**src/rtl/nibble_serial_adder_ctrl_if.sv**
```systemverilog
// Operand/result bundle for nibble_serial_adder_ctrl.
// Optional macro SUB_EN adds the sub (A-B) request line.
interface nibble_serial_adder_ctrl_if #(
   parameter int unsigned N_NIB = 4
);
   logic                 start;
   logic [4*N_NIB-1:0]   a;
   logic [4*N_NIB-1:0]   b;
`ifdef SUB_EN
   logic                 sub;
`endif
   logic                 busy;
   logic                 done;
   logic [4*N_NIB-1:0]   s;
   logic                 c_out;
   logic                 v;

   modport master (
      output start, a, b,
`ifdef SUB_EN
      output sub,
`endif
      input  busy, done, s, c_out, v
   );

   modport slave (
      input  start, a, b,
`ifdef SUB_EN
      input  sub,
`endif
      output busy, done, s, c_out, v
   );
endinterface

```
**src/rtl/nibble_serial_adder_ctrl.sv**
```systemverilog
// Nibble-serial adder: one 4-bit ripple slice reused over N_NIB cycles per operation.
// Optional macro SUB_EN enables A-B via inverted B and carry-in of 1.
module nibble_serial_adder_ctrl #(
   parameter int unsigned N_NIB = 4
) (
   input logic                       clk,
   input logic                       rst,
   nibble_serial_adder_ctrl_if.slave bus
);
   localparam int unsigned W  = 4 * N_NIB;
   localparam int unsigned IW = $clog2(N_NIB);
   localparam logic [IW-1:0] LastIdx = IW'(N_NIB - 1);

   typedef enum logic [1:0] {StIdle, StRun, StDone} state_e;

   state_e        state_q;
   logic [W-1:0]  a_q;
   logic [W-1:0]  b_q;
   logic [W-1:0]  s_q;
   logic [IW-1:0] idx_q;
   logic          carry_q;
   logic          c_out_q;
   logic          v_q;
   logic          done_q;

   logic          b_inv;
   logic [3:0]    nib_a;
   logic [3:0]    nib_b;
   logic [3:0]    nib_s;
   logic          c1, c2, c3, c4;
   logic          s0, s1, s2, s3;

`ifdef SUB_EN
   assign b_inv = bus.sub;
`else
   assign b_inv = 1'b0;
`endif

   function automatic logic [1:0] full_add(input logic x, input logic y, input logic ci);
      return {(x & y) | (ci & (x ^ y)), x ^ y ^ ci};
   endfunction

   assign nib_a = a_q[{idx_q, 2'b00} +: 4];
   assign nib_b = b_q[{idx_q, 2'b00} +: 4];

   // The single shared 4-bit ripple slice.
   assign {c1, s0} = full_add(nib_a[0], nib_b[0], carry_q);
   assign {c2, s1} = full_add(nib_a[1], nib_b[1], c1);
   assign {c3, s2} = full_add(nib_a[2], nib_b[2], c2);
   assign {c4, s3} = full_add(nib_a[3], nib_b[3], c3);
   assign nib_s    = {s3, s2, s1, s0};

   always_ff @(posedge clk) begin
      if (rst) begin
         state_q <= StIdle;
         a_q     <= '0;
         b_q     <= '0;
         s_q     <= '0;
         idx_q   <= '0;
         carry_q <= 1'b0;
         c_out_q <= 1'b0;
         v_q     <= 1'b0;
         done_q  <= 1'b0;
      end else begin
         done_q <= 1'b0;
         case (state_q)
            StIdle: begin
               if (bus.start) begin
                  a_q     <= bus.a;
                  b_q     <= b_inv ? ~bus.b : bus.b;
                  carry_q <= b_inv;
                  idx_q   <= '0;
                  state_q <= StRun;
               end
            end
            StRun: begin
               s_q[{idx_q, 2'b00} +: 4] <= nib_s;
               carry_q <= c4;
               idx_q   <= idx_q + 1'b1;
               if (idx_q == LastIdx) state_q <= StDone;
            end
            StDone: begin
               done_q  <= 1'b1;
               c_out_q <= carry_q;
               v_q     <= (a_q[W-1] == b_q[W-1]) && (s_q[W-1] != a_q[W-1]);
               state_q <= StIdle;
            end
            default: state_q <= StIdle;
         endcase
      end
   end

   assign bus.busy  = (state_q != StIdle);
   assign bus.done  = done_q;
   assign bus.s     = s_q;
   assign bus.c_out = c_out_q;
   assign bus.v     = v_q;
endmodule
```
**src/flat_wrapper.sv**
```systemverilog
// flat-port wrapper written by rule: the top's interface ports become plain ports
module nibble_serial_adder_ctrl_flat 
#(
   parameter int unsigned N_NIB = 4
)
  (clk, rst, bus_start, bus_a, bus_b, bus_busy, bus_done, bus_s, bus_c_out, bus_v);
  nibble_serial_adder_ctrl_if #(.N_NIB(N_NIB)) bus_i ();
  input logic clk;
  input logic rst;
  input wire logic [$bits(bus_i.start)-1:0] bus_start;
  input wire logic [$bits(bus_i.a)-1:0] bus_a;
  input wire logic [$bits(bus_i.b)-1:0] bus_b;
  output wire logic [$bits(bus_i.busy)-1:0] bus_busy;
  output wire logic [$bits(bus_i.done)-1:0] bus_done;
  output wire logic [$bits(bus_i.s)-1:0] bus_s;
  output wire logic [$bits(bus_i.c_out)-1:0] bus_c_out;
  output wire logic [$bits(bus_i.v)-1:0] bus_v;
  assign bus_i.start = bus_start;
  assign bus_i.a = bus_a;
  assign bus_i.b = bus_b;
  assign bus_busy = bus_i.busy;
  assign bus_done = bus_i.done;
  assign bus_s = bus_i.s;
  assign bus_c_out = bus_i.c_out;
  assign bus_v = bus_i.v;
  nibble_serial_adder_ctrl #(.N_NIB(N_NIB)) u_core (.clk(clk), .rst(rst), .bus(bus_i));
endmodule
```
**config.mk**
```make
export PLATFORM = sky130hd
export DESIGN_NAME = nibble_serial_adder_ctrl_flat
export DESIGN_NICKNAME = d
export VERILOG_FILES = /design/src/rtl/nibble_serial_adder_ctrl_if.sv /design/src/rtl/nibble_serial_adder_ctrl.sv /design/src/flat_wrapper.sv
export SDC_FILE = /design/constraint.sdc
export NUM_CORES = 1
export LEC_CHECK = 0
export ABC_AREA = 1
export BUFFER_PORTS_ARGS = -buffer_cell sky130_fd_sc_hd__buf_2
export CORE_MARGIN = 4
export CORE_UTILIZATION = 35
export DETAILED_ROUTE_END_ITERATION = 12
export GPL_TIMING_DRIVEN = 0
export PLACE_DENSITY = 0.56
export SLEW_MARGIN = 20
export SYNTH_ARGS = -nofsm -noshare
export SYNTH_HDL_FRONTEND = slang
export SYNTH_SLANG_ARGS = --single-unit
```
**constraint.sdc**
```tcl
create_clock -name clk -period 3.2 [get_ports clk]
set_input_delay 0.64 -clock clk [delete_from_list [all_inputs] [get_ports clk]]
set_output_delay 0.64 -clock clk [all_outputs]
set_load 0.01 [all_outputs]
```
# Word level (Yosys, flattened, before mapping)
# Cells that the tools add are included.
op_classes:
  n_lt_le_gt_ge: 0
  shifts: 4
  bitwise_logic: 20
  n_div: 0
  n_eq_ne: 7
  mul: 0
  reduce_logical: 7
  mux: 9
  addsub: 2
op_table:
  columns: ["op", "count"]
  rows:
  - ["$shiftx A16 B5 Y4", 2]
  - ["$bwmux W16", 1]
  - ["$shift A4 B6 Y16 const A", 1]
  - ["$shiftx A4 B6 Y16", 1]
  - ["$and A1 B1 Y1", 8]
  - ["$pmux W2 S2", 2]
  - ["$xor A1 B1 Y1", 8]
  - ["$mux W2", 3]
  - ["$neg A4 Y6", 1]
  - ["$reduce_and A2 Y1", 3]
  - ["$eq A2 B2 Y1 const B", 2]
  - ["$or A1 B1 Y1", 4]
  - ["$reduce_bool A2 Y1", 2]
  - ["$add A2 B1 Y2 const B", 1]
  - ["$eq A2 B1 Y1 const B", 1]
  - ["$logic_not A2 Y1", 1]
  - ["$mux W1", 2]
  - ["$ne A2 B1 Y1 const B", 1]
  - ["$ne A2 B2 Y1 const B", 1]
  - ["$pmux W1 S2", 1]
  - ["$eq A1 B1 Y1", 1]
  - ["$logic_and A1 B1 Y1", 1]
  - ["$ne A1 B1 Y1", 1]
word_totals:
  mem_bits_ro: 0
  mem_count: 0
  ff_bits: 56
  out_inout_bits: 20
  input_bits: 35
  wordCells: 58
  ram_bits: 0
  latchBits: 0

# Depth between registers and ports, before layout
depth:
  depth_word: 11
  mapped_depth: 17
  mapped_depth_nobuf: 15

# Least setup slack after synthesis
# No wires, ideal clock.
synth_timing:
  path_kind: "register to register"
  startpoint: "register u_core.idx_q[0]"
  endpoint: "register u_core.s_q[7], in the netlist u_core.bus.s[7]"
  path_buffers: 2
  setup_ns: 0.064
  required_time_ns: 3.136
  synth_period_minus_slack_ns: 2.902
  stages_incl_launch_ff: 18
  path_slack_ns: 0.298
  arrival_time_ns: 2.838
  cell_sequence: "dfxtp_1 buf_2 inv_1 buf_2 nor2_1 nor2_1 a21oi_1 fa_1 inv_1 fa_1 inv_1 fa_1 fa_1 nor2_1 nand2_1 o21ai_0 inv_1 nor2_1"
synth_via:
  elab_chain_cells: 11
  elab_cells_between_ends: 23
  classes_between: "add/sub: 1; shift: 4; mux: 1; bitwise: 17"
synth_rtl:
  columns: ["item", "line", "source"]
  rows:
  - ["start, declared", "nibble_serial_adder_ctrl.sv:20", "logic [IW-1:0] idx_q;"]
  - ["start signal, assigned", "nibble_serial_adder_ctrl.sv:79", "idx_q <= idx_q + 1'b1;"]
  - ["$shiftx A16 B5 Y4, on equally long branches", "nibble_serial_adder_ctrl.sv:43, nibble_serial_adder_ctrl.sv:44", null]
  - ["$xor A1 B1 Y1", "nibble_serial_adder_ctrl.sv:40", "return {(x & y) | (ci & (x ^ y)), x ^ y ^ ci};"]
  - ["$and A1 B1 Y1", "nibble_serial_adder_ctrl.sv:40", null]
  - ["$or A1 B1 Y1", "nibble_serial_adder_ctrl.sv:40", null]
  - ["$and A1 B1 Y1", "nibble_serial_adder_ctrl.sv:40", null]
  - ["$or A1 B1 Y1", "nibble_serial_adder_ctrl.sv:40", null]
  - ["$and A1 B1 Y1", "nibble_serial_adder_ctrl.sv:40", null]
  - ["$or A1 B1 Y1", "nibble_serial_adder_ctrl.sv:40", null]
  - ["$xor A1 B1 Y1", "nibble_serial_adder_ctrl.sv:40", null]
  - ["$shiftx A4 B6 Y16", "nibble_serial_adder_ctrl.sv:77", "s_q[{idx_q, 2'b00} +: 4] <= nib_s;"]
  - ["$bwmux W16 *", "nibble_serial_adder_ctrl.sv:77", null]
  - ["end signal, assigned by index", "nibble_serial_adder_ctrl.sv:77", null]
  - ["end, declared", "nibble_serial_adder_ctrl.sv:19", "logic [W-1:0] s_q;"]
# Every way passes the cells marked *; elsewhere a longest branch is shown, timed or not.
# A chain may end at the register's enable or synchronous reset.

# Worst setup path after layout
layout_timing:
  startpoint: "register u_core.idx_q[0]"
  endpoint: "register u_core.s_q[15], in the netlist u_core.bus.s[15]"
# The elaborated chain is that of the path after synthesis.

==> flow_results.org <==
** Drt
- Drt via density :: 4.558
- Post-route antenna net violation count :: 0
- For this run, design rule violations remaining after detail routing come to 0.
- Length of routed met3 wiring :: 247 um
- Met2 Routed Length :: 2.863 mm
- For this block, the via count after detailed routing is ~2300.
- Routed metal-1 wirelength :: ~2.9 mm
- First-pass iteration count of the detailed router :: 4
- The first routing iteration left 80 violations.
- Routed WL :: 6.056 mm
- Top layer used by detailed routing :: met4
- Average wire per standard cell :: 11.78 um

** Synth
- The share of the Yosys chip area taken by registers is 0.4480.
- The synthesized design contains 56 register bits.
- Yosys printed 0 warnings.
- Netlist area before placement :: 2502 sq um
- Syn Area/Cell :: 7.109 sq um
- Unique masters post-synth :: 19
- Synth Net Count :: 396
- Number of cells produced by synthesis :: 352

** Clock tree
- The longest clock path from root to sink contains 2 buffers.
- Num Clock Sinks :: 56
- Clk Tree Root Cell :: clkbuf_8
- TritonCTS built the clock tree.
- Skew-Pair Late Insertion Delay :: 0.30 ns
- Clock-pin slew was measured on the worst setup and hold paths at 0.09 ns.
- Clock buffers created by TritonCTS :: 5
- CTS hold repair buffers :: 0
- CTS built an H-tree with a depth of 2.

** Critical path
- The worst setup path is captured at a flop.
- Register-to-register setup slack :: 0.19 ns
- For this run, the slowest stage of the critical path takes 0.54 ns.
- Slowest stage cell on the critical path :: fa_1
- STA classifies the critical path startpoint as a flop.
- The critical path is of the flop to flop type.
- Most used cell, CP :: inv_1
- STA puts the critical path data required time at 3.44 ns.
- CP max FO :: 10
- Cell Chain, Critical Path :: buf_8 -> buf_8 -> o21ai_0 -> nor2_1 -> a21oi_2 -> fa_2 -> inv_1 -> fa_1 -> inv_1 -> fa_2 -> fa_1 -> nor2_2 -> nand2_2 -> inv_1 -> nand2_1 -> a21oi_2
- Worst Path Arrival :: about 3.3 ns

** Floorplanning
- Number of I/O pins :: 55
- The die is 92.56 um tall.
- Initial Util :: 0.3643
- The floorplan step defined a die boundary enclosing 8566 sq um.
- # rows :: 30
- The core region is 6869 sq um.
- Die width :: 92.56 um

** STA
- Final Max Slew Viols :: 0
- Based on the critical path, the design can be clocked at up to 332.1 MHz.
- Final worst setup slack :: between 0.15 and 0.2 ns
- Headroom to the max-slew limit came out at 0.6982.
- Final worst hold slack :: 0.4688 ns
- Max Clock Skew :: 0.004835 ns
- For the pin with the worst max-slew slack, the measured transition is 0.4527 ns.
- The count of endpoints failing hold in the final timing report is 0.
- Final period utilization :: 0.9410
- Clock period minus final worst setup slack :: 3.011 ns
- Final setup violating endpoints :: 0

** Final layout
- The number of antenna diodes in the final layout is 0.
- Area growth, synth to finish :: 22.90%
- Once layout is done, the placed cells without fillers occupy 3075 sq um.
- Share of layout cells above drive strength 1 :: 0.2057
- Final net count :: 461

** Place
- Detail Placement HPWL :: roughly 4.6 mm
- Prior to clock tree synthesis, the placed netlist has a worst setup slack of -0.09097 ns.
- Standard cell area after detailed placement :: 2893 sq um
- Count of input and output buffers :: 54
- Final RePlAce weighted congestion :: 0.8002

** Pwr
- Summed over all cells, the static leakage comes to 1.420 nW.
- Dividing total power by cell area gives a power density of ~470 nW/um^2.
- Worst ir drop on vdd :: around 0.00019 V
- Total Power :: between 1 and 1.5 mW

** Worst hold path
- The tightest min-delay check is of the flop to flop type.

** Global routing
- Global-route total usage across every layer :: 0.1420
- GRT Residual Overflow :: 0
- Number of antenna violations at the first check in global routing :: 0
- The first global-routing pass estimated 9.777 mm of wire.
- The number of global-route vias before repair is 2155.
- Entering global routing, the biggest net connects 16 pins.

** Flow run
- # Max-Cap Violations :: 0

** Outcome
- Result of the run :: finished, final reports clean
-- kinds of logic (layout without fill, tap and decap cells) --
logic type / Yosys count / count (layout) / synth area share
DFF: 56 / 56 / 0.4480
and+or+nand+nor: 155 / 155 / 0.2425
adders and majority gates: 9 / 9 / 0.05700
AOI/OAI and AO/OA: 83 / 83 / 0.1680
buffers and inverters: 49 / 115 / 0.08450
-- per-stage QoR --
stage          utilization  setup TNS (ns)  std cells
6_report            0.4477               0        514
5_1_grt             0.4477       -0.009714        514
4_1_cts             0.4359               0        510
3_5_place_dp        0.4211         -0.1754        502
3_3_place_gp        0.4211        -0.07066        502
2_1_floorplan            -               0        352
-- power by group --
group          switching [mW]  internal [mW]  total (mW)
clock                   0.213          0.177       0.391
sequential             0.0246          0.742       0.766
combinational           0.164          0.114       0.278
total                   0.402           1.03        1.43
-- path summary, 6_finish.rpt --
check,to,cells after the start,startpoint
worst max register to register,u_core.bus.s[15],16,u_core.idx_q[0]
worst min register to register,u_core.bus.s[11],2,u_core.bus.s[11]
worst max-delay path,u_core.bus.s[15],16,u_core.idx_q[0]
worst min-delay path,u_core.bus.s[11],2,u_core.bus.s[11]
-- layout by cell type, fill, tap and decap left out, drive strengths merged --
cell type  synthesis  layout
nor2             108     108
buf                7      65
o21ai             62      62
dfxtp             56      56
nand2             34      34
inv               32      32
a21oi             18      18
clkbuf             9      17
nand3              8       8
ha                 5       5
nor3               4       4
fa                 4       4
o22ai              2       2
clkinvlp           0       1
or2                1       1
o21a               1       1
-- final cells by class --
type                       instances  area [sq um]
fill                             766          3794
multi-input combinational        247          1195
sequential                        56          1125
timing repair buffer              58         300.3
inverter                          33         127.6
tap                               96         120.1
buffer                            16         117.6
clock buffer                       8         90.09
-- synthesized netlist by cell type --
library cell | number | area, sq um
or2_2 | 1 | 6.260
a21oi_1 | 18 | 90.09
fa_1 | 4 | 80.08
nand3_1 | 7 | 35.03
nor2_1 | 107 | 401.6
clkinv_1 | 1 | 3.750
nor2_2 | 1 | 6.260
inv_1 | 32 | 120.1
o21ai_0 | 62 | 310.3
ha_1 | 5 | 62.56
o21a_1 | 1 | 7.510
dfxtp_1 | 56 | 1121
buf_2 | 4 | 20.02
o22ai_1 | 2 | 12.51
buf_6 | 3 | 33.78
nor3_1 | 4 | 20.02
clkbuf_1 | 9 | 33.78
nand2_1 | 34 | 127.6
nand3_2 | 1 | 10.01
-- critical path: cells and delay by family (launching register included) --
kind	cells	cell delay (ns)
adder cells (fa/ha/maj)	4	1.36
buffers and inverters	5	0.42
AO/OA/AOI/OAI	3	0.28
flip-flops	1	0.38
AND/OR/NAND/NOR	4	0.51
-- routing by layer --
metal	track usage	vias up
li1	-	1247
met1	0.1856	1048
met2	0.2405	40
met3	0.02356	8
met4	0.04084	0
met5	0	-
-- sequential cells by signal, indices dropped and copies added (netlist names) --
| name | cells |
|---|---|
| u_core.bus.s | 16 |
| u_core.idx_q | 2 |
| u_core.state_q | 2 |
| u_core.a_q | 16 |
| u_core.bus.done | 1 |
| u_core.carry_q | 1 |
| u_core.bus.v | 1 |
| u_core.b_q | 16 |
| u_core.bus.c_out | 1 |
-- repair_timing --
action,4_1_cts,5_1_grt
resized for setup,4,22
pin swaps,0,3
buffers inserted,0,4
endpoints found under the setup margin,3,7
(Power assumes the default switching activity.)
